## src/rtl/booth_divider.sv

```systemverilog
// Sequential signed restoring divider: 15-bit dividend / 8-bit divisor.
// Ports: clk, rst (async active-low), St start, Dividend[14:0], Divisor[7:0],
//        Quotient[7:0], Remainder[7:0], Done (result valid), V (overflow/div0).
module booth_divider (
    input  logic        clk,
    input  logic        rst,
    input  logic        St,
    input  logic [14:0] Dividend,
    input  logic [7:0]  Divisor,
    output logic [7:0]  Quotient,
    output logic [7:0]  Remainder,
    output logic        Done,
    output logic        V
);

    typedef enum logic [1:0] {
        IDLE,
        LOAD,
        DIV,
        FIX
    } state_t;

    state_t      state;
    logic [14:0] dvd;
    logic [7:0]  dvs;
    logic [14:0] qd;
    logic [7:0]  d;
    logic [8:0]  pr;
    logic [3:0]  cnt;
    logic        sq;
    logic        sr;
    logic        z;

    logic [9:0]  pr_sh;
    logic [8:0]  pr_nxt;
    logic        ge;
    logic        ovf;

    // One restoring step: shift {PR,QD} left, trial-subtract D.
    always_comb begin
        pr_sh  = {pr, qd[14]};
        ge     = pr_sh >= {2'b00, d};
        pr_nxt = ge ? 9'(pr_sh - {2'b00, d}) : pr_sh[8:0];
        ovf    = z
               | (!sq && (qd > 15'd127))
               | (sq && (qd > 15'd128));
    end

    always_ff @(posedge clk or negedge rst) begin
        if (!rst) begin
            state     <= IDLE;
            dvd       <= '0;
            dvs       <= '0;
            qd        <= '0;
            d         <= '0;
            pr        <= '0;
            cnt       <= '0;
            sq        <= 1'b0;
            sr        <= 1'b0;
            z         <= 1'b0;
            Quotient  <= '0;
            Remainder <= '0;
            Done      <= 1'b0;
            V         <= 1'b0;
        end else begin
            case (state)
                IDLE: begin
                    if (St) begin
                        dvd   <= Dividend;
                        dvs   <= Divisor;
                        Done  <= 1'b0;
                        state <= LOAD;
                    end
                end
                LOAD: begin
                    // Magnitudes fit unsigned: 16384 in 15 bits, 128 in 8.
                    qd    <= dvd[14] ? (~dvd + 15'd1) : dvd;
                    d     <= dvs[7] ? (~dvs + 8'd1) : dvs;
                    pr    <= '0;
                    cnt   <= '0;
                    sq    <= dvd[14] ^ dvs[7];
                    sr    <= dvd[14];
                    z     <= (dvs == 8'd0);
                    state <= DIV;
                end
                DIV: begin
                    pr  <= pr_nxt;
                    qd  <= {qd[13:0], ge};
                    cnt <= cnt + 4'd1;
                    if (cnt == 4'd14) begin
                        state <= FIX;
                    end
                end
                FIX: begin
                    V    <= ovf;
                    Done <= 1'b1;
                    if (ovf) begin
                        Quotient  <= '0;
                        Remainder <= '0;
                    end else begin
                        Quotient  <= sq ? (~qd[7:0] + 8'd1) : qd[7:0];
                        Remainder <= sr ? (~pr[7:0] + 8'd1) : pr[7:0];
                    end
                    state <= IDLE;
                end
                default: state <= IDLE;
            endcase
        end
    end

endmodule

```

## config.mk

```make
export PLATFORM = sky130hd
export DESIGN_NAME = booth_divider
export DESIGN_NICKNAME = d
export VERILOG_FILES = /design/src/rtl/booth_divider.sv
export SDC_FILE = /design/constraint.sdc
export NUM_CORES = 1
export LEC_CHECK = 0
export CORE_ASPECT_RATIO = 0.7
export CORE_MARGIN = 3
export CORE_UTILIZATION = 58
export DETAILED_ROUTE_END_ITERATION = 12
export PLACE_DENSITY_LB_ADDON = 0.3
export SYNTH_ARGS = -nofsm -noshare
export SYNTH_HDL_FRONTEND = slang
export SYNTH_SLANG_ARGS = --single-unit
export TNS_END_PERCENT = 30
```

## constraint.sdc

```tcl
create_clock -name clk -period 2.75 [get_ports clk]
set_clock_uncertainty 0.2 [all_clocks]
set_input_delay 0.825 -clock clk [delete_from_list [all_inputs] [get_ports clk]]
set_output_delay 0.825 -clock clk [all_outputs]
set_load 0.1 [all_outputs]
```

==> qor.yml, run 1 <==
sta:
  setup_viol: 0
  fin_crit_sh: 0.931
  slew_headroom: 0.498
  worstMarginPinSlew_ns: 0.754
  setup-tns-final_ns: 0
  layout_setup_ws_ns: 0.188
  holdWs_ns: 0.244
  rsz0062_at_grt: "false"
  hold_viol_final: 0
  slew_violations: 0
  fin_crit_ns: 2.56
  fmax_ghz: 0.390
power:
  cellPowerDensity_nw_per_um2: 1300
  ir_drop_mv: 0.707
  p_leak_nw: 2.41
  finalPower_mw: 6.98
floorplan:
  die_area_sq_um: 9080
  initial_utilization: 0.614
  die_h_microns: 80.6
  die_x_microns: 113
  row_count: 26
  pin_count: 44
  core-area_sq_um: 7510
final_layout:
  mostFrequentLayoutCell: "dfrtp_1"
  nNetsFinal: 546
  n_antenna_cell: 0
  drive_above_1_share: 0.166
  area_growth_pct: 16.7
  mostFrequentLayoutCells: "82 x dfrtp_1, 56 x inv_1, 31 x mux2_2"
global_route:
  grt_remaining_overflow: 0
  antenna_found_initial: 0
  grt_max_degree: 49
  grt_usage: 0.227
  grt_pass1_wl_microns: 16300
  grt_pass1_vias: 3315
worst_setup_path:
  crit_type: "register to register"
  cp-end-kind: "register"
  r2r-start: "qd[14]"
  cp_max_fo: 3
  cp.required_ns: 2.80
  cp-startpoint: "qd[14]"
  cp_data_arrival_time_ns: 2.61
  cp-start-kind: "register"
yosys:
  synth.cell_area_sq_um: 4610
  synthTopCellsByArea: "dfrtp_1 44%, mux2_2 7.6%, ha_1 5.2%, inv_1 4.6%, xor2_1 4.2%"
  synth_top_flop_cell: "dfrtp_1"
  synthesis.nets: 506
  synth-seq-cells: 82
  async_reset_ff_frac: 1.00
  avgSynthCellArea_sq_um: 10.0
  yosys.area.top_type: "dfrtp_1"
  synth_seq_area_share: 0.445
  syn_inst: 460
  ys_types: 56
  ys_warn_count: 0
  yosys.area.top_type_share: 0.445
  synth-edff-count: 0
clocking:
  clk_pin_slew_ns: 0.06
  clkSinkCount: 82
  cts-root-buf: "clkbuf_16"
  hold_buffers: 0
  htreeDepth: 3
  cts_buffers: 9
  clkLatencyLatePin_ns: 0.34
  cts_tree: "built"
  cts_max_path_buffers: 2
hold_path:
  hp-class: "input pin to asynchronous set/reset pin"
route:
  routedWlPerCell_microns: 15.8
  firstDrtPassIters: 4
  antenna_left: 0
  drtIter0Drc: 240
  drc: 0
  via_count: 3432
  wirelength_microns: 9510
  drt-vias-per-instance: 5.69
placed_design:
  portBuffers: 43
  post-dp-hpwl_microns: 6930
  place_ws_ns: 0.00548
  gp_congestion: 0.882
flow_run:
  maxCapViolCount: 0
status:
  status: "complete, no violations"
==> worst max-delay path: stages (launching register included) <==
cell and delay (ns):
dfrtp_1 0.37, inv_1 0.09, ha_1 0.16, inv_1 0.05, fa_2 0.36, a21oi_2 0.17, o211ai_2 0.12, a2111oi_4 0.34
buf_4 0.18, mux2_2 0.33, o22ai_1 0.11
==> metrics by stage <==
step	cells	util	cell area, sq um
detailed placement	586	0.678	5100
finish	603	0.716	5380
global route	603	0.716	5380
CTS	602	0.715	5370
global placement	586	0.678	5100
floorplan	460	-	4610
==> registers in the layout (all words and copies together) (netlist names), 2 cells and up <==
register,cells
Quotient,8
state,2
qd,15
dvd,15
pr,9
dvs,8
Remainder,8
d,8
cnt,4
==> layout make-up <==
| class | count | area [sq um] |
|---|---|---|
| clock buffers | 10 | 239 |
| clock inverters | 6 | 32.5 |
| fillers | 557 | 2130 |
| inverters | 56 | 210 |
| multi-input cells | 300 | 2250 |
| flip-flops and latches | 82 | 2050 |
| well taps | 98 | 123 |
| repair buffers | 51 | 472 |
==> logic make-up after synthesis <==
| kind of cell | share of synthesized area |
|---|---|
| AOI/OAI and AO/OA | 0.156 |
| xor gates and xnor gates | 0.0664 |
| adders and majority gates | 0.0559 |
| buffers and inverters | 0.0673 |
| DFF | 0.445 |
| muxes | 0.0995 |
| and+or+nand+nor | 0.110 |
==> per-layer routing <==
layer | vias up | wire [microns] | global-route usage
met2 | 103 | 3930 | 0.325
li1 | 1701 | - | -
met5 | - | 0 | 0
met1 | 1620 | 4890 | 0.343
met3 | 8 | 576 | 0.0535
met4 | 0 | 110 | 0.0648
==> worst paths after layout <==
kind                           endpoint  cells after the start  slack (ns)
min                        Remainder[6]                      1        0.24
max                               pr[0]                     10        0.19
max reg2reg                       pr[0]                     10        0.19
min reg2reg                           V                      1        0.30
min in group clk                      V                      1        0.30
max in group asynchronous        dvd[0]                      2        1.49
==> timing repair <==
action / 4_1_cts / 5_1_grt
gates resized for setup: 1 / 1
buffers inserted: 0 / 1
endpoints found under the setup margin: 1 / 7
pin swaps: 0 / 2
==> synthesized netlist by cell type (2+ instances only) <==
cell / count
o21ai_1: 2
buf_6: 2
nand2_1: 27
xnor2_1: 13
mux2i_1: 11
a21boi_0: 2
nand4_1: 3
nand3_1: 14
or3_1: 7
o41ai_1: 2
inv_1: 56
ha_1: 19
o221ai_1: 7
a2111oi_0: 2
nor4_1: 3
nor2b_1: 8
nor3_1: 6
o31ai_1: 8
clkbuf_1: 12
xor2_1: 22
o21ai_0: 25
dfrtp_1: 82
mux2_2: 31
a21oi_1: 14
a21o_2: 2
or4_1: 2
a41oi_1: 3
nor2_1: 16
nand2b_1: 7
buf_1: 6
o22ai_1: 21
==> report_power, final <==
part,switching [mW],total (mW),internal (mW),leakage (nW)
clock network,0.461,1.09,0.627,0.138
registers,0.587,2.28,1.69,1.04
logic,2.03,3.61,1.57,1.24
total,3.08,6.98,3.89,2.41
No activity file was read; power rests on OpenSTA's default activity.
==> run 2: changes to the inputs <==
==> constraint.sdc (replaced) <==
create_clock -name clk -period 2.4 [get_ports clk]
set_clock_uncertainty 0.2 [all_clocks]
set_input_delay 0.72 -clock clk [delete_from_list [all_inputs] [get_ports clk]]
set_output_delay 0.72 -clock clk [all_outputs]
set_load 0.1 [all_outputs]
==> run 2 against run 1 <==
Against the previous run:
- the run now ends with negative setup slack left
- sequential share of layout area shrank 2.9 points
- clock power grew 36%
- non-clock buffer count grew 20
==> qor.yml, run 2 (synthesis gave the netlist of run 1 again) <==
final_layout:
  multi_input_area_sq_um: 2270
  area_growth_pct: 26.3
  drive_above_1_share: 0.202
  top_regs: "dvd (15), qd (15), pr (9)"
  nNetsFinal: 566
  n_antenna_cell: 0
  fillCellCount: 530
  design_area_sq_um: 5820
  seq_area_sq_um: 2050
  fin_cells: 623
  utilization: 0.775
  mostFrequentLayoutCells: "82 x dfrtp_1, 54 x inv_1, 31 x mux2_2"
  mostFrequentLayoutCell: "dfrtp_1"
sta:
  hold_viol_final: 0
  fmax_ghz: 0.400
  holdWs_ns: 0.161
  setup_viol: 10
  slew_violations: 0
  slew_headroom: 0.635
  worstMarginPinSlew_ns: 0.548
  rsz0062_at_grt: "true"
  fin_crit_sh: 1.04
  fin_crit_ns: 2.50
  layout_setup_ws_ns: -0.0973
route:
  via_count: 3558
  drt-vias-per-instance: 5.71
  antenna_left: 0
  wirelength_microns: 10300
  drtIter0Drc: 199
  routedWlPerCell_microns: 16.5
  drc: 0
  firstDrtPassIters: 4
clocking:
  htreeDepth: 3
  clk_pin_slew_ns: 0.06
  clkSinkCount: 82
  cts_max_path_buffers: 2
  clkLatencyLatePin_ns: 0.34
  cts_buffers: 9
  cts-root-buf: "clkbuf_16"
  hold_buffers: 0
  cts_tree: "built"
worst_setup_path:
  cp-start-kind: "register"
  crit_type: "register to register"
  cp.required_ns: 2.41
  cp_data_arrival_time_ns: 2.50
  cp_max_fo: 5
  cp-end-kind: "register"
flow_run:
  maxCapViolCount: 0
floorplan:
  initial_utilization: 0.614
  die_x_microns: 113
  core-area_sq_um: 7510
  pin_count: 44
  row_count: 26
  die_area_sq_um: 9080
  die_h_microns: 80.6
power:
  cellPowerDensity_nw_per_um2: 1510
  ir_drop_mv: 0.797
  p_leak_nw: 2.57
global_route:
  grt_remaining_overflow: 0
  grt_usage: 0.246
  grt_pass1_vias: 3535
  antenna_found_initial: 0
  grt_pass1_wl_microns: 17500
  grt_max_degree: 47
placed_design:
  gp_congestion: 0.892
  placed_cells: 601
  portBuffers: 43
  post-dp-hpwl_microns: 7350
  post_dp_cell_area_sq_um: 5440
  place_ws_ns: -0.150
status:
  violations: "negative setup slack"
  status: "finished, violations left"
hold_path:
  hp-class: "input pin to asynchronous set/reset pin"
## run 2: cell count changes in the layout (fill, tap and decap cells not counted), moves of 2 or more
cell       delta
inv_2         +2
clkinv_2      -5
bufinv_16     +2
inv_1         -2
clkbuf_1      +2
buf_12       +18
## run 2: per-layer routing
layer	GRT usage	wire (microns)
met1	0.337	4810
met2	0.389	4700
met3	0.0700	678
met4	0.0552	115
met5	0	0
## run 2: area by class of cell
cell class,instances,area share
Clock buffer,12,0.0423
Clock inverter,4,0.0129
Inverter,56,0.0361
Multi-Input combinational cell,300,0.390
Sequential cell,82,0.352
Tap cell,98,0.0211
Timing Repair Buffer,71,0.145
## run 2: where the power goes
group	leakage, nW	switching [mW]	internal [mW]
Combinational	1.38	2.48	2.17
Clock	0.149	0.538	0.940
Sequential	1.04	0.704	1.94
## run 2: path summary, 6_finish.rpt
check / start / to / slack [ns] / cells after the start
max: qd[14] / pr[1] / -0.1 / 10
min: rst / cnt[3] / 0.16 / 1
max reg2reg: qd[14] / pr[1] / -0.1 / 10
min reg2reg: qd[12] / qd[13] / 0.31 / 2
max in group asynchronous: rst / qd[10] / 1.27 / 2
min in group clk: qd[12] / qd[13] / 0.31 / 2
## run 2: metrics by stage
step	total power [mW]	TNS (ns)
2_1_floorplan	5.75	0
3_3_place_gp	6.80	-0.215
3_5_place_dp	7.02	-0.563
4_1_cts	8.76	-0.423
5_1_grt	9.40	-1.83
6_report	8.77	-0.737
## run 2: what timing repair did
| item | 4_1_cts | 5_1_grt |
|---|---|---|
| setup endpoints to repair | 8 | 10 |
| gates cloned | 1 | 0 |
| resized for setup | 5 | 1 |
| pin swaps | 0 | 1 |
| buffers inserted | 5 | 0 |
## run 2: worst max-delay path: stages (launching register included)
cell,delay [ns]
dfrtp_1,0.39
inv_2,0.09
ha_4,0.13
inv_2,0.03
fa_2,0.34
a21oi_2,0.16
o211ai_2,0.12
a2111oi_4,0.41
buf_6,0.19
mux2i_1,0.21
o22ai_1,0.09
